<file path="src/rtl/amm_arb_pkg.sv">
// amm_arb_pkg: shared types and helpers for the Avalon MM round-robin arbiter
package amm_arb_pkg;

    typedef enum logic [0:0] {s_idle, s_busy} state_t;

    function automatic int id_w(input int n);
        return (n > 1) ? $clog2(n) : 1;
    endfunction

endpackage

</file>
<file path="src/rtl/amm_id_fifo.sv">
// amm_id_fifo: source-ID FIFO for outstanding reads; push is accepted while full
// when a pop happens in the same cycle.
module amm_id_fifo #(
    parameter int P_W     = 2,
    parameter int P_DEPTH = 2
) (
    input  logic           clk,
    input  logic           reset,
    input  logic           push,
    input  logic [P_W-1:0] din,
    input  logic           pop,
    output logic [P_W-1:0] head,
    output logic           full,
    output logic           empty
);
    localparam int PW = (P_DEPTH > 1) ? $clog2(P_DEPTH) : 1;
    localparam int CW = $clog2(P_DEPTH + 1);

    logic [P_W-1:0] mem [2**PW];
    logic [PW-1:0]  wp, rp;
    logic [CW-1:0]  cnt;
    logic           do_push, do_pop;

    function automatic logic [PW-1:0] nxt(input logic [PW-1:0] p);
        return (p == PW'(P_DEPTH - 1)) ? '0 : p + 1'b1;
    endfunction

    assign empty   = cnt == '0;
    assign full    = cnt == CW'(P_DEPTH);
    assign do_pop  = pop && !empty;
    assign do_push = push && (!full || do_pop);
    assign head    = mem[rp];

    always_ff @(posedge clk) begin
        if (reset) begin
            wp  <= '0;
            rp  <= '0;
            cnt <= '0;
        end else begin
            if (do_push) begin
                mem[wp] <= din;
                wp      <= nxt(wp);
            end
            if (do_pop)
                rp <= nxt(rp);
            cnt <= cnt + CW'(do_push) - CW'(do_pop);
        end
    end

endmodule

</file>
<file path="src/rtl/amm_rr_arbiter.sv">
// amm_rr_arbiter: round-robin share of one Avalon MM master port among P_N requesters,
// with in-order routing of read data back to the issuing requester.
module amm_rr_arbiter
    import amm_arb_pkg::*;
#(
    parameter int P_N       = 4,
    parameter int P_ASIZE   = 32,
    parameter int P_DBYTES  = 4,
    parameter int P_MAXPEND = 2
) (
    input  logic                      clk,
    input  logic                      reset,
    input  logic [P_N*P_ASIZE-1:0]    m_address,
    input  logic [P_N*P_DBYTES*8-1:0] m_writedata,
    input  logic [P_N*P_DBYTES-1:0]   m_byteenable,
    input  logic [P_N-1:0]            m_write,
    input  logic [P_N-1:0]            m_read,
    output logic [P_N-1:0]            m_waitrequest,
    output logic [P_DBYTES*8-1:0]     m_readdata,
    output logic [P_N-1:0]            m_readdatavalid,
    output logic [P_ASIZE-1:0]        s_address,
    output logic [P_DBYTES*8-1:0]     s_writedata,
    output logic [P_DBYTES-1:0]       s_byteenable,
    output logic                      s_write,
    output logic                      s_read,
    input  logic                      s_waitrequest,
    input  logic [P_DBYTES*8-1:0]     s_readdata,
    input  logic                      s_readdatavalid,
    output logic                      err_unexp
);
    localparam int IW = id_w(P_N);
    localparam int DW = P_DBYTES * 8;

    state_t          state, state_d;
    logic [IW-1:0]   grant, grant_d, head;
    logic [P_N-1:0]  elig, gsel;
    logic            busy, accept, push, pop, full, empty;

    function automatic logic [IW-1:0] rr_pick(input logic [P_N-1:0] e, input logic [IW-1:0] last);
        logic [IW-1:0] p;
        p = last;
        for (int k = P_N; k >= 1; k--)
            if (e[(int'(last) + k) % P_N])
                p = IW'((int'(last) + k) % P_N);
        return p;
    endfunction

    assign elig = m_write | (m_read & {P_N{!full}});

    // grant doubles as the round-robin pointer: it only changes when a new choice is made
    always_comb begin
        state_d = state;
        grant_d = grant;
        if (state == s_idle && |elig) begin
            state_d = s_busy;
            grant_d = rr_pick(elig, grant);
        end else if (state == s_busy && !s_waitrequest) begin
            state_d = s_idle;
        end
    end

    always_ff @(posedge clk) begin
        if (reset) begin
            state <= s_idle;
            grant <= IW'(P_N - 1);
        end else begin
            state <= state_d;
            grant <= grant_d;
        end
    end

    // reset gates the strobes so an in-flight command disappears in the reset cycle itself
    assign busy            = state == s_busy && !reset;
    assign gsel            = P_N'(1) << grant;
    assign s_address       = m_address[int'(grant)*P_ASIZE +: P_ASIZE];
    assign s_writedata     = m_writedata[int'(grant)*DW +: DW];
    assign s_byteenable    = m_byteenable[int'(grant)*P_DBYTES +: P_DBYTES];
    assign s_write         = busy && m_write[grant];
    assign s_read          = busy && m_read[grant] && !m_write[grant];
    assign accept          = busy && !s_waitrequest;
    assign m_waitrequest   = accept ? ~gsel : '1;
    assign push            = accept && s_read;
    assign pop             = s_readdatavalid && !empty && !reset;
    assign m_readdatavalid = pop ? P_N'(1) << head : '0;
    assign m_readdata      = s_readdata;

    always_ff @(posedge clk) begin
        if (reset)
            err_unexp <= 1'b0;
        else if (s_readdatavalid && empty)
            err_unexp <= 1'b1;
    end

    amm_id_fifo #(
        .P_W     (IW),
        .P_DEPTH (P_MAXPEND)
    ) u_fifo (
        .clk   (clk),
        .reset (reset),
        .push  (push),
        .din   (grant),
        .pop   (pop),
        .head  (head),
        .full  (full),
        .empty (empty)
    );

endmodule

</file>
<file path="config.mk">
export PLATFORM = sky130hd
export DESIGN_NAME = amm_rr_arbiter
export DESIGN_NICKNAME = d
export VERILOG_FILES = /design/src/rtl/amm_arb_pkg.sv /design/src/rtl/amm_id_fifo.sv /design/src/rtl/amm_rr_arbiter.sv
export SDC_FILE = /design/constraint.sdc
export NUM_CORES = 1
export LEC_CHECK = 0
export ABC_AREA = 1
export BUFFER_PORTS_ARGS = -buffer_cell sky130_fd_sc_hd__buf_4
export CORE_AREA = 2 2 167 169
export DETAILED_ROUTE_END_ITERATION = 8
export DIE_AREA = 0 0 169 171
export PLACE_DENSITY = 0.44
export SYNTH_ARGS = -nofsm -noshare
export SYNTH_HDL_FRONTEND = slang
export SYNTH_SLANG_ARGS = --single-unit
</file>
<file path="constraint.sdc">
create_clock -name clk -period 3.9 [get_ports clk]
set_clock_uncertainty 0.05 [all_clocks]
set_input_delay 1.17 -clock clk [delete_from_list [all_inputs] [get_ports clk]]
set_output_delay 1.17 -clock clk [all_outputs]
set_load 0.02 [all_outputs]
</file>
# Yosys cells after proc, flatten, opt, wreduce, memory -nomap -nowiden
# Memories as Yosys holds them, arrays and structs flattened. A register that Yosys moved wholly into a read port is not among the register bits.
# Cells that the tools add are included.
[totals]
ff_bits = 8
n_memories = 1
output_inout_bits = 111
word_cells = 93
ram_bits = 4
in_bits = 316
[op_classes]
n_bitwise = 8
n_mux = 31
n_eq_ne = 1
magnitude_cmp = 5
addsub = 8
shifts = 5
n_reduce_logical = 28
[memory_table]
columns = ["name", "words", "width", "rd", "rd_ports_with_merged_regs", "wr", "line", "text"]
rows = [
  ["u_fifo.mem", 2, 2, 1, 1, 1, "amm_id_fifo.sv:19", "logic [P_W-1:0] mem [2**PW];"],
]
[ops]
columns = ["operator", "count"]
rows = [
  ["128-bit by 8-bit variable part select with 32-bit output", 2],
  ["1-bit two-way mux", 19],
  ["3-bit by 4-bit less-than comparator with 1-bit output (second input constant)", 4],
  ["16-bit by 5-bit variable part select with 4-bit output", 1],
  ["1-bit logical AND", 13],
  ["1-bit binary-select mux with 2-bit select", 6],
  ["2-bit two-way mux", 4],
  ["4-bit two-way mux", 2],
  ["2-bit OR reduction", 4],
  ["1-bit by 2-bit << shifter with 4-bit output (first input constant)", 2],
  ["1-bit zero test", 5],
  ["2-bit by 1-bit adder with 2-bit output (second input constant)", 2],
  ["2-bit adder (second input constant)", 2],
  ["1-bit bitwise AND (first input constant)", 4],
  ["4-bit bitwise AND", 1],
  ["4-bit inverter", 1],
  ["4-bit bitwise OR", 1],
  ["4-bit nonzero test", 1],
  ["4-bit OR reduction", 1],
  ["2-bit by 3-bit less-than comparator with 1-bit output (second input constant)", 1],
  ["1-bit adder (second input constant)", 2],
  ["2-bit by 1-bit adder with 2-bit output", 1],
  ["2-bit == test (second input constant)", 1],
  ["2-bit zero test", 1],
  ["other kinds (5)", 5],
]

# Logic depth before layout (Yosys ltp)
[logic_depth]
depth_word = 11
depth_mapped = 13
ltp_nobuf = 12

# Cells and area by module
# Synthesis repeated with hierarchy kept, for this count alone.
[unflattened]
hier_cells = 569
area_unflattened_um2 = 3071.7
[modules_own_cells]
columns = ["module", "cells_each", "area_each_um2", "seq_area_each_um2", "instances"]
rows = [
  ["amm_rr_arbiter", 522, 2665.1, 80.1, 1],
  ["amm_id_fifo", 47, 406.6, 220.2, 1],
]

# Least setup slack after synthesis
# Ideal clock, no wire load.
[synth_path]
path_kind = "in2out"
start = "input s_readdatavalid"
end = "output m_readdatavalid[0]"
arrival_ps = 1871
path_buffers = 0
path_stages = 3
setup_slack_ps = 809
t_required_ps = 2680
path_cell_list = "o21a_1 -> nand2_1 -> nor3_1"
[synth_between]
elab_chain_cells = 3
[synth_rtl]
columns = ["item", "line", "text"]
rows = [
  ["from (decl)", "amm_rr_arbiter.sv:28", "input logic s_readdatavalid,"],
  ["1-bit logical AND (2 in a row)", "amm_rr_arbiter.sv:83", "assign pop = s_readdatavalid && !empty && !reset;"],
  ["4-bit two-way mux", "amm_rr_arbiter.sv:84", "assign m_readdatavalid = pop ? P_N'(1) << head : '0;"],
  ["to (decl)", "amm_rr_arbiter.sv:20", "output logic [P_N-1:0] m_readdatavalid,"],
]
# Every way passes these cells.

# Final worst setup path
[layout_path]
start = "input reset"
end = "output m_waitrequest[0]"
[layout_between]
elab_chain_cells = 4
[layout_rtl]
columns = ["item", "line", "text"]
rows = [
  ["from (decl)", "amm_rr_arbiter.sv:12", "input logic reset,"],
  ["1-bit zero test", "amm_rr_arbiter.sv:73", "assign busy = state == s_busy && !reset;"],
  ["1-bit logical AND", "amm_rr_arbiter.sv:73", ""],
  ["1-bit logical AND", "amm_rr_arbiter.sv:80", "assign accept = busy && !s_waitrequest;"],
  ["4-bit two-way mux", "amm_rr_arbiter.sv:81", "assign m_waitrequest = accept ? ~gsel : '1;"],
  ["to (decl)", "amm_rr_arbiter.sv:18", "output logic [P_N-1:0] m_waitrequest,"],
]
# Every way passes these cells.

==> metrics.md <==
| Metric | Value |
|---|---|
| Critical path required time | between 2 and 3 ns |
| Root Driver | clkbuf_16 |
| Seq pwr share | between 5 and 6% |
| Number of synthesized register bits | 13 |
| First-pass DRT Iterations | 4 |
| Max Cap Viol | 0 |
| RePlAce Congestion | 0.762 |
| Tcrit/Tclk final | 84.0% |
| Area Overhead vs Synth | 96.8% |
| Non-Filler Instances | 1200 |
| Die height | between 150 and 200 microns |
| Status | finished, final reports clean |
| Final hold vios | 0 |
| Cts hold-fix bufs | 0 |
| Post-Syn Nets | 882 |
| Share of cells above drive strength 1 | 44.5% |
| Starting DRT DRC Count | 234 |
| Total number of vias | 4940 |
| Worst setup path end | m_waitrequest[0] |
| Post-CTS Setup Bufs | 0 |
| Initial Util | a little over a tenth |
| Post-CTS resize count | 0 |
| Layout net count | 1176 |
| Initial antenna violation count | 0 |
| Die Span X | around 170 microns |
| Post-route DRC | 0 |
| Sequential fraction of the synthesis area | 10.1% |
| Crit end category | primary output |
| Max clock buf depth | 2 |
| Io pins | 427 |
| Max_slew headroom | 46.3% |
| Leak | between 2 and 3 nW |
| Synth warnings | 0 |
| Clk slew on worst S/H paths | 0.04 ns |
| Peak Freq | 0.305 GHz |
| FF-to-FF path depth | 9 |
| Worst Setup SP | reset |
| Global route overflow | 0 |
| Number of global-route vias before repair | approximately 4700 |
| Final HPWL DP | 13.9 mm |
| Sw Ratio | 55.2% |
| Worst hold-check path type | flip-flop to flip-flop |
| Cell Int Power | 1.32 mW |
| Vias per std cell | 4.12 |
| Clock share of power | 6.5% |
| Place WS | approximately 0.60 ns |
| Switching pwr | between 1.5 and 2 mW |
| Rows | just over 60 |
| Core ar. | 27300 sq um |
| Combinational power share | 87.6% |
| CTS H-Tree Depth | 1 |
| Cells after DPL | 1196 |
| Capture point of the worst reg-to-reg path | u_fifo.mem[1][0] |
| TritonCTS buffer count | 3 |
| Syn Std Cell Area | around 3000 sq um |
| Max stage delay cell, worst path | nor2_1 |
| Reg2Reg Setup Slack | 1.75 ns |
| CTS tree | built |
| Die area | slightly below 30000 sq um |
| # clock sinks | 13 |
| Setup-failing EPs final | 0 |
| Gr usage total | roughly 11% |
| Power Dens Cells | approximately 500 nW/um^2 |
| Clock latency on the worst-skew pair | 0.24 ns |
| Cell count after synthesis | 561 |
| Crit-path cells | buf_4 -> nor2_1 -> inv_1 -> nor2_1 -> nand2_1 -> buf_4 |
| Worst hold stages | 2 |
| Critical path class | input pin to primary output |
| Crit Path Max Fanout | 6 |
| RSZ-0062 raised after global routing | false |
| WP data arrival | 2.05 ns |
| Port Buf Inserts | 362 |
| Drt wl/cell | approximately 15 microns |
| Worst Setup Start Kind | input pin |
| Final worst slack | 0.625 ns |
| Worst reg2reg path startpoint | grant[0] |
| Fillers | 3152 |
| Clock period minus worst slack | 3.27 ns |
| First-pass GRT wire length | 25.4 mm |
| Final wirelength | ~18 mm |
| Antenna Cells | 0 |
| Slew Limit Fails | 0 |
| Routed Antenna Nets | 0 |
| Avg Cell Area, Syn | 5.30 sq um |
| Largest net degree at the start of global routing | roughly 150 |
| Netlist cell types | 27 |
| VDD IR max | ~0.28 mV |
| TNS Setup | 0 ns |
| Slew @ Worst Pin | 0.806 ns |
| Max incr delay on CP | 0.23 ns |
area by class of cell:
| type | count | area, sq um | area share, % |
|---|---|---|---|
| clock buffers | 4 | 78.8 | 1.35 |
| repair buffers | 368 | 2800 | 47.9 |
| multi-input cells | 444 | 2140 | 36.5 |
| inverters | 25 | 98.8 | 1.69 |
| flip-flops and latches | 13 | 305 | 5.22 |
| well taps | 346 | 433 | 7.40 |
synth_stat cells (all sizes together):
cell type / number / area (sq um)
nor2: 152 / 581
dfxtp: 9 / 180
inv: 24 / 92.6
nand4: 1 / 6.26
clkbuf: 35 / 131
o22ai: 68 / 425
o21a: 1 / 7.51
nand2: 41 / 156
a21oi: 7 / 35.0
edfxtp: 4 / 120
xnor2: 2 / 17.5
nor3: 4 / 20.0
o21ai: 146 / 734
nand3: 17 / 90.1
ha: 5 / 62.6
buf: 44 / 309
clkinv: 1 / 3.75
power groups by stage:
| stage | logic (mW) | registers [mW] | clock network [mW] |
|---|---|---|---|
| 2_1_floorplan | 1.53 | 0.175 | 0 |
| 4_1_cts | 2.61 | 0.175 | 0.194 |
| 6_report | 2.58 | 0.175 | 0.190 |
| 3_5_place_dp | 2.60 | 0.178 | 0 |
| 3_3_place_gp | 2.62 | 0.177 | 0 |
| 5_1_grt | 2.81 | 0.177 | 0.203 |
routing by layer:
layer	part of all wire, %	GRT usage, %
met1	41	13.7
met2	50	19.5
met3	8.0	2.45
met4	1.3	1.75
met5	0	0
cell usage in the layout, fill, tap and decap left out, drive strengths merged:
cell and n:
a21oi 7, buf 368, clkbuf 4, dfxtp 9, edfxtp 4, ha 5, inv 25, nand2 41
nand3 17, nand4 1, nor2 152, nor3 4, o21a 1, o21ai 146, o22ai 68, xnor2 2
state kept, by name (all words and copies together), names as in the netlist, named ones only:
signal and count:
u_fifo.mem 4, grant 2, u_fifo.cnt 2, err_unexp 1, state 1, u_fifo.rp 1, u_fifo.wp 1
worst max-delay path: cells and delay by family:
family / cells / cell delay [ns]
simple gates: 3 / 0.48
buf+inv: 3 / 0.40
stage by stage:
stage	area [sq um]	util (%)	power, mW	hold slack (ns)
2_1_floorplan	2970	-	1.70	0.409
3_3_place_gp	5770	21.1	2.80	0.431
3_5_place_dp	5770	21.1	2.78	0.424
4_1_cts	5850	21.4	2.98	0.435
5_1_grt	5850	21.4	3.19	0.500
6_report	5850	21.4	2.94	0.438
how the worst min path moves through the flow:
| stage | slack [ns] | endpoint | from |
|---|---|---|---|
| 5_1_grt | 0.50 | err_unexp | err_unexp |
| 3_5_place_dp | 0.42 | err_unexp | err_unexp |
| 2_1_floorplan | 0.41 | u_fifo.wp | u_fifo.wp |
| 4_1_cts | 0.43 | err_unexp | err_unexp |
| 3_3_place_gp | 0.43 | err_unexp | err_unexp |
| 6_report | 0.44 | err_unexp | err_unexp |
logic make-up after synthesis:
kind of cell,share of synthesized area [%]
AND/OR/NAND/NOR,28.7
adder cells (fa/ha/maj),2.10
flip-flops,10.1
buffers and inverters,18.1
AO/OA/AOI/OAI,40.4
XOR/XNOR,0.589
(Power assumes the default switching activity.)
